### src/rtl/alu_8bit.sv
// Registered single-cycle integer ALU: WIDTH-bit operands, 4-bit opcode, result plus zero and carry/borrow flags.
// Build option ALU_SIGNED_OVF_EN: ADD/SUB/INC/DEC report two's-complement signed overflow instead of carry/borrow.
module alu_8bit #(
    parameter int WIDTH = 8
) (
    input  logic             clk,
    input  logic             rst_n,
    input  logic [WIDTH-1:0] a,
    input  logic [WIDTH-1:0] b,
    input  logic [3:0]       opcode,
    output logic [WIDTH-1:0] result,
    output logic             zero_flag,
    output logic             overflow_flag
);

    localparam int               MSB     = WIDTH - 1;
    localparam logic [WIDTH-1:0] ZERO_V  = {WIDTH{1'b0}};
    localparam logic [WIDTH-1:0] ONES_V  = {WIDTH{1'b1}};
    localparam logic [WIDTH-1:0] ONE_V   = {{(WIDTH-1){1'b0}}, 1'b1};
    localparam logic [WIDTH-1:0] WIDTH_V = WIDTH'(WIDTH);

    localparam logic [3:0] OP_ADD   = 4'd0;
    localparam logic [3:0] OP_SUB   = 4'd1;
    localparam logic [3:0] OP_AND   = 4'd2;
    localparam logic [3:0] OP_OR    = 4'd3;
    localparam logic [3:0] OP_XOR   = 4'd4;
    localparam logic [3:0] OP_SHL   = 4'd5;
    localparam logic [3:0] OP_SHR   = 4'd6;
    localparam logic [3:0] OP_CMP   = 4'd7;
    localparam logic [3:0] OP_NOT   = 4'd8;
    localparam logic [3:0] OP_INC   = 4'd9;
    localparam logic [3:0] OP_DEC   = 4'd10;
    localparam logic [3:0] OP_ASR   = 4'd11;
    localparam logic [3:0] OP_ROL   = 4'd12;
    localparam logic [3:0] OP_ROR   = 4'd13;
    localparam logic [3:0] OP_PASSA = 4'd14;
    localparam logic [3:0] OP_PASSB = 4'd15;

    logic [WIDTH-1:0] result_q, result_d;
    logic             zero_q, zero_d;
    logic             ovf_q, ovf_d;

    logic [WIDTH:0]   add_s, sub_s, inc_s, dec_s;
    logic             big_shift_s;
    logic [WIDTH-1:0] rot_amt_s, rol_s, ror_s, asr_s;

    assign add_s       = {1'b0, a} + {1'b0, b};
    assign sub_s       = {1'b0, a} - {1'b0, b};
    assign inc_s       = {1'b0, a} + {1'b0, ONE_V};
    assign dec_s       = {1'b0, a} - {1'b0, ONE_V};
    assign big_shift_s = (b >= WIDTH_V);
    assign rot_amt_s   = b % WIDTH_V;
    // A shift by the full width yields zero, so rotate-by-0 falls out without a special case.
    assign rol_s       = (a << rot_amt_s) | (a >> (WIDTH_V - rot_amt_s));
    assign ror_s       = (a >> rot_amt_s) | (a << (WIDTH_V - rot_amt_s));
    assign asr_s       = $signed(a) >>> b;

    // Next result and overflow for the selected operation.
    always_comb begin
        result_d = ZERO_V;
        ovf_d    = 1'b0;
        case (opcode)
            OP_ADD: begin
                result_d = add_s[WIDTH-1:0];
`ifdef ALU_SIGNED_OVF_EN
                ovf_d = (a[MSB] == b[MSB]) && (add_s[MSB] != a[MSB]);
`else
                ovf_d = add_s[WIDTH];
`endif
            end
            OP_SUB: begin
                result_d = sub_s[WIDTH-1:0];
`ifdef ALU_SIGNED_OVF_EN
                ovf_d = (a[MSB] != b[MSB]) && (sub_s[MSB] != a[MSB]);
`else
                ovf_d = sub_s[WIDTH];
`endif
            end
            OP_AND:   result_d = a & b;
            OP_OR:    result_d = a | b;
            OP_XOR:   result_d = a ^ b;
            OP_SHL: begin
                if (big_shift_s) result_d = ZERO_V;
                else             result_d = a << b;
            end
            OP_SHR: begin
                if (big_shift_s) result_d = ZERO_V;
                else             result_d = a >> b;
            end
            OP_CMP: begin
                if (a > b)       result_d = ONE_V;
                else if (a == b) result_d = ZERO_V;
                else             result_d = ONES_V;
            end
            OP_NOT:   result_d = ~a;
            OP_INC: begin
                result_d = inc_s[WIDTH-1:0];
`ifdef ALU_SIGNED_OVF_EN
                ovf_d = ~a[MSB] & inc_s[MSB];
`else
                ovf_d = inc_s[WIDTH];
`endif
            end
            OP_DEC: begin
                result_d = dec_s[WIDTH-1:0];
`ifdef ALU_SIGNED_OVF_EN
                ovf_d = a[MSB] & ~dec_s[MSB];
`else
                ovf_d = dec_s[WIDTH];
`endif
            end
            OP_ASR: begin
                if (big_shift_s) result_d = {WIDTH{a[MSB]}};
                else             result_d = asr_s;
            end
            OP_ROL:   result_d = rol_s;
            OP_ROR:   result_d = ror_s;
            OP_PASSA: result_d = a;
            OP_PASSB: result_d = b;
            default: begin
                result_d = ZERO_V;
                ovf_d    = 1'b0;
            end
        endcase
    end

    // Zero flag derived from the same next value so it lands with its result.
    always_comb begin
        zero_d = (result_d == ZERO_V);
    end

    // Output registers; reset clears them without waiting for a clock.
    always_ff @(posedge clk or negedge rst_n) begin
        if (!rst_n) begin
            result_q <= ZERO_V;
            zero_q   <= 1'b0;
            ovf_q    <= 1'b0;
        end else begin
            result_q <= result_d;
            zero_q   <= zero_d;
            ovf_q    <= ovf_d;
        end
    end

    assign result        = result_q;
    assign zero_flag     = zero_q;
    assign overflow_flag = ovf_q;

endmodule

### config.mk
export PLATFORM = sky130hd
export DESIGN_NAME = alu_8bit
export DESIGN_NICKNAME = d
export VERILOG_FILES = /design/src/rtl/alu_8bit.sv
export SDC_FILE = /design/constraint.sdc
export NUM_CORES = 1
export LEC_CHECK = 0
export CAP_MARGIN = 5
export CELL_PAD_IN_SITES_DETAIL_PLACEMENT = 1
export CELL_PAD_IN_SITES_GLOBAL_PLACEMENT = 2
export CORE_ASPECT_RATIO = 0.9
export CORE_UTILIZATION = 37
export DETAILED_ROUTE_END_ITERATION = 6
export PLACE_DENSITY = 0.87
export SYNTH_ARGS = -nofsm -noshare
export SYNTH_HDL_FRONTEND = slang
export SYNTH_SLANG_ARGS = --single-unit
### constraint.sdc
create_clock -name clk -period 0.8 [get_ports clk]
set_input_delay 0.16 -clock clk [delete_from_list [all_inputs] [get_ports clk]]
set_output_delay 0.16 -clock clk [all_outputs]
set_load 0.01 [all_outputs]
==> impl_metrics.ini, run 1 <==
[cts]
cts_buffers = 3
htreeDepth = 1
clock_sinks = 10
ctsHoldBuffers = 0
cts_buffer_depth = 2
cts_root_buf = clkbuf_16

[synth]
synth_ff_type = dfrtp_1
syn_area_per_cell_um2 = 7.08
synthesis.area_mm2 = 0.00384
synth_most_common_cell = nor2_1
synth-edff-count = 0
yosysWarnings = 0
async_flop_share = 1.00
ys_seq_elements = 10
synthTopCellsByCount = 51 x nor2_1, 40 x a21oi_1, 39 x nand2_1
synth_area_leaders = ha_1 9.1%, dfrtp_1 6.5%, a21oi_1 5.2%
ys_types = 78
ys_seq_area_frac = 0.0651
synth_top_cell_by_area = ha_1
synth.top_cell.area_share = 0.0911
synth_nets = 595
netlist_instances = 543

[global_routing]
grt.overflow.total = 54
grt_usage = 0.754
grt_max_degree = 21

[die]
start_util = 0.389
dieHeight_um = 98.7
placementRows = 34
die_width_um = 109
pin_count = 32

[placed_design]
portBuffers = 31
place.gp.congestion = 1.14
dp_hpwl_um = 17000
pre_cts_slack_ns = -2.55
post_dp_cell_area_mm2 = 0.00573

[timing]
worst_path_end_type = register input
crit_endpoint = zero_flag$_DFF_PN0_/D

[status]
failed_stage = global routing (5_1_grt)
firstError = [ERROR GRT-0232] Routing congestion too high. Check the congestion heatmap in the GUI.
outcome = did not finish
==> metrics by stage <==
stage          std cells  TNS [ns]
3_3_place_gp         854    -23.62
3_5_place_dp         854    -24.90
2_1_floorplan        543    -14.56
4_1_cts              877    -15.47
==> kinds of logic after synthesis <==
group | share of synthesized area
buf+inv | 0.104
mux | 0.108
fa+ha+maj | 0.102
flops | 0.0651
compound gates | 0.301
xor+xnor | 0.0319
simple gates | 0.288
==> what timing repair did <==
action,in CTS
setup buffers,21
gates cloned,3
endpoints found under the setup margin,20
pin swaps,48
endpoints found under the hold margin,0
gates resized for setup,259
==> layer usage <==
layer	GRT usage	GRT overflow
met2	0.905	28
met3	0.599	1
met4	0.691	25
met5	0.143	0
met1	0.798	0
==> run 2: changes to the inputs <==
- CELL_PAD_IN_SITES_DETAIL_PLACEMENT: 1 -> not set
- CELL_PAD_IN_SITES_GLOBAL_PLACEMENT: 2 -> not set
- CORE_ASPECT_RATIO: 0.9 -> not set
- CORE_UTILIZATION: 37 -> 40
- PLACE_DENSITY: 0.87 -> not set
- PLACE_DENSITY_LB_ADDON: not set -> 0.15
==> impl_metrics.ini, run 2 <==
[global_routing]
grt_usage = 0.395
grt_max_degree = 22
grt_pass1_wl_um = 30000
antenna_found_initial = 0
grt_pass1_vias = 5367
grt.overflow.total = 0

[timing]
slew_violations = 0
relSlewSlack = 0.630
min_period_ns = 2.48
tightest_slew_ns = 0.548
rsz0062_at_grt = yes
finalWorstSetupSlack_ns = -1.68
period_share = 3.10
hold_viol_final = 0
setup_viol = 20
fmax_mhz = 403

[route]
dr_total_vias = 5522
viasPerCell = 6.28
route.detailed.drc = 0
first_pass_iters = 5
final_antenna_net_count = 0
routed_wirelength_um = 19700
drt_iter0_markers = 373
wl_per_cell_um = 22.3

[die]
placementRows = 35
start_util = 0.414
design.die.area_mm2 = 0.0100
pin_count = 32
core_area_mm2 = 0.00928
dieHeight_um = 100
die_width_um = 100

[setup_path]
critPathBufInv = 2
cp-endpoint = zero_flag
path_delay_family = simple AND/OR/NAND/NOR gates
cp-start-kind = input port
path_cells = buf_8 > inv_6 > ha_4 > or4_4 > o211ai_4 > o2111ai_2 > or4b_4 > o32ai_4 > o2111ai_2 > nor4b_2
path_max_fanout = 2
critical_path_arrival_ns = 2.61
path_depth = 10
cp_slowest_cell = or4b_4
cpPeakStageDelay_ns = 0.55
crit_type = in2reg
cpMostUsedCell = o2111ai_2
cp-startpoint = a[2]
worstPathRequired_ns = 0.93
cp-end-kind = flop

[synth]
ys_types = 78
syn_area_per_cell_um2 = 7.08
synth-edff-count = 0
netlist_instances = 543
ys_seq_elements = 10
yosysWarnings = 0
synth_most_common_cell = nor2_1
synthTopCellsByCount = 51 x nor2_1, 40 x a21oi_1, 39 x nand2_1
synthesis.area_mm2 = 0.00384
synth.top_cell.area_share = 0.0911
synth_nets = 595
async_flop_share = 1.00
ys_seq_area_frac = 0.0651
synth_area_leaders = ha_1 9.1%, dfrtp_1 6.5%, a21oi_1 5.2%
synth_top_cell_by_area = ha_1
synth_ff_type = dfrtp_1

[status]
violations = negative setup slack
outcome = finished, violations left

[power_and_ir_drop]
p_leak_nw = 2.78
p_switching_mw = 2.31
p_sw_frac = 0.438
p_per_area_mw_per_mm2 = 820
seq_power_share = 0.112
ir_drop_v = 0.000580
combPwrFrac = 0.770
total_power_mw = 5.27
p_int_mw = 2.96
clockPowerShare = 0.118

[cells_and_area]
final_area_mm2 = 0.00642
synthToLayoutAreaGrowth_pct = 67.2
layout.nets = 804
n_antenna_cell = 0
largest_reg_flops = 8
fillers = 812
layout.cells.most_common = buf_4
final_cell_mix = 202 x buf_4, 47 x nor2_1, 37 x nand2_1
layout-drive-gt1-share = 0.482

[cts]
path_clk_slew_ns = 0.05
clock_sinks = 10
cts_buffers = 3
htreeDepth = 1
cts_root_buf = clkbuf_8
cts_tree = done
cts_buffer_depth = 2

[placed_design]
dp_hpwl_um = 14800
portBuffers = 31
place.gp.congestion = 0.994
post_dp_cell_area_mm2 = 0.00578

[hold_path]
hold_class = in2async

[run]
drv_cap = 0
## run 2: cell families after synthesis
logic type / after synthesis / synth area share
xor+xnor: 14 / 0.0319
mux: 35 / 0.108
flops: 10 / 0.0651
compound gates: 167 / 0.301
simple gates: 207 / 0.288
buf+inv: 80 / 0.104
fa+ha+maj: 30 / 0.102
## run 2: repair_timing
| action | 4_1_cts | 5_1_grt |
|---|---|---|
| gates resized for setup | 212 | 33 |
| buffers inserted | 20 | 5 |
| gates cloned | 1 | 0 |
| hold buffers | 0 | 0 |
| pin swaps | 39 | 27 |
| setup endpoints to repair | 20 | 20 |
## run 2: area by class of cell
| type | count | area (µm²) | area share |
|---|---|---|---|
| inverter | 33 | 183 | 0.0284 |
| clock buffer | 4 | 55.1 | 0.00857 |
| multi-input combinational | 453 | 3730 | 0.580 |
| timing repair buffer | 251 | 2050 | 0.319 |
| sequential | 10 | 250 | 0.0389 |
| tap | 129 | 161 | 0.0251 |
## run 2: stage by stage
| step | utilization | std cells | setup slack [ns] | setup TNS, ns | hold slack, ns |
|---|---|---|---|---|---|
| after floorplan | - | 543 | -1.97 | -14.56 | -0.136 |
| after global placement | 0.622 | 859 | -2.44 | -24.10 | 0.486 |
| after detailed placement | 0.622 | 859 | -2.47 | -24.43 | 0.510 |
| after CTS | 0.673 | 877 | -1.77 | -15.32 | 0.263 |
| after global routing | 0.692 | 880 | -1.76 | -15.94 | 0.270 |
| final | 0.692 | 880 | -1.68 | -15.17 | 0.255 |
## run 2: worst min-delay path by stage
| stage | from | endpoint | slack (ns) | cells past startpoint |
|---|---|---|---|---|
| 2_1_floorplan | rst_n | overflow_flag | -0.14 | 0 |
| 3_3_place_gp | rst_n | result[4] | 0.49 | 2 |
| 3_5_place_dp | rst_n | result[4] | 0.51 | 2 |
| 4_1_cts | rst_n | result[4] | 0.26 | 2 |
| 5_1_grt | rst_n | zero_flag | 0.27 | 2 |
| 6_report | rst_n | result[4] | 0.26 | 2 |
## run 2: layer usage
metal / vias up / GRT usage / share of wire / wire length (µm)
met4: 0 / 0.196 / 0.059 / 1150
met3: 77 / 0.0578 / 0.090 / 1760
met2: 347 / 0.645 / 0.46 / 8960
li1: 2484 / - / - / -
met1: 2614 / 0.510 / 0.40 / 7790
met5: - / 0 / 0 / 0
## run 2: power by group through the flow
stage / clock, mW / combinational [mW] / sequential [mW]
after CTS: 0.627 / 3.78 / 0.593
after detailed placement: 0 / 3.49 / 0.604
after global routing: 0.656 / 4.26 / 0.597
final: 0.620 / 4.06 / 0.591
after floorplan: 0 / 1.79 / 0.644
after global placement: 0 / 3.45 / 0.601
Note: power is estimated with default switching activity, not from simulation.
==> run 3: changes to the inputs <==
- PLACE_DENSITY_LB_ADDON: 0.15 -> 0.05
==> impl_metrics.ini, run 3 (same netlist as run 2, synthesis figures left out) <==
[status]
outcome = finished, violations left
violations = negative setup slack

[cts]
path_clk_slew_ns = 0.04
ctsHoldBuffers = 0
cts_root_buf = clkbuf_8
clock_sinks = 10
cts_tree = done
cts_buffer_depth = 2
cts_buffers = 3
htreeDepth = 1

[global_routing]
antenna_found_initial = 0
grt_usage = 0.388
grt.overflow.total = 0
grt_max_degree = 31
grt_pass1_vias = 5446
grt_pass1_wl_um = 29900

[setup_path]
cp-end-kind = flop
crit_type = in2reg
path_max_fanout = 3
critical_path_arrival_ns = 2.66
worstPathRequired_ns = 0.92
cp-start-kind = input port

[route]
dr_total_vias = 5456
first_pass_iters = 5
routed_wirelength_um = 19400
route.detailed.drc = 0
drt_iter0_markers = 426
wl_per_cell_um = 22.0
viasPerCell = 6.20
final_antenna_net_count = 0

[power_and_ir_drop]
p_leak_nw = 2.79
ir_drop_v = 0.000744
p_per_area_mw_per_mm2 = 796

[placed_design]
portBuffers = 31
pre_cts_slack_ns = -2.48
dp_hpwl_um = 14400
place.gp.congestion = 1.06
post_dp_cell_area_mm2 = 0.00571
dp.cells = 853

[die]
design.die.area_mm2 = 0.0100
pin_count = 32
die_width_um = 100
core_area_mm2 = 0.00928
placementRows = 35
dieHeight_um = 100
start_util = 0.414

[cells_and_area]
synthToLayoutAreaGrowth_pct = 67.7
final_area_mm2 = 0.00644
layout.nets = 805
final_cell_mix = 202 x buf_4, 45 x nor2_1, 36 x nand2_1
n_antenna_cell = 0
layout-drive-gt1-share = 0.501
fillers = 749
stdcell_count = 880
largest_reg_flops = 8
layout.cells.most_common = buf_4

[timing]
fmax_mhz = 394
rsz0062_at_grt = yes
tightest_slew_ns = 0.742
finalWorstSetupSlack_ns = -1.74
hold_viol_final = 0
period_share = 3.17
setup_viol = 20
min_period_ns = 2.54
relSlewSlack = 0.499
slew_violations = 0

[run]
drv_cap = 0

[hold_path]
hold_class = in2async
-- run 3: cell count changes in the layout (fill, tap and decap cells not counted), sizes merged --
cell	change
buf	+1
dlygate4sd2	-1
-- run 3: layout make-up --
type                            instances  area, µm²  area share
Tap cell                              129        161      0.0250
Inverter                               33        184      0.0285
Multi-Input combinational cell        453       3770       0.586
Clock buffer                            3       41.3     0.00641
Sequential cell                        10        250      0.0388
Timing Repair Buffer                  252       2030       0.316
-- run 3: repair_timing --
action,4_1_cts,5_1_grt
pin swaps,39,24
resized for setup,226,36
endpoints found under the hold margin,0,0
setup endpoints to repair,20,20
setup buffers,21,9
cloned,1,0
-- run 3: critical path, stage by stage --
cell       delay, ns
buf_6           0.11
inv_4           0.04
ha_4            0.24
or4_4           0.53
o211ai_2        0.19
o2111ai_2       0.15
or4b_4          0.58
o32ai_4         0.27
o2111ai_2       0.15
nor4b_2         0.26
-- run 3: path summary, 6_finish.rpt --
kind,startpoint,to,slack [ns],depth (start not counted)
max in group asynchronous,rst_n,result[5],0.44,2
min in group clk,a[7],overflow_flag,0.47,5
worst max-delay path,b[0],zero_flag,-1.74,10
worst min-delay path,rst_n,result[6],0.25,2
-- run 3: where the power goes --
group	leakage, nW	internal (mW)	switching [mW]
sequential	0.123	0.578	0.0183
clock	0.0216	0.326	0.163
combinational	2.65	1.95	2.09
total	2.79	2.85	2.28
-- run 3: metrics by stage --
stage               total power, mW  hold slack (ns)  utilization  setup TNS (ns)
floorplan                      2.43           -0.136            -          -14.56
global placement               4.03            0.496        0.615          -24.13
detailed placement             4.05            0.501        0.615          -24.14
CTS                            4.89            0.255        0.673          -15.17
global route                   5.39            0.257        0.694          -16.21
finish                         5.13            0.252        0.694          -15.47
-- run 3: layer usage --
metal | part of all wire | vias to the layer above | wire length (µm) | global-route usage
li1 | - | 2473 | - | -
met1 | 0.39 | 2537 | 7640 | 0.492
met2 | 0.46 | 349 | 8910 | 0.649
met3 | 0.086 | 97 | 1670 | 0.0564
met4 | 0.058 | 0 | 1130 | 0.184
met5 | 0 | - | 0 | 0
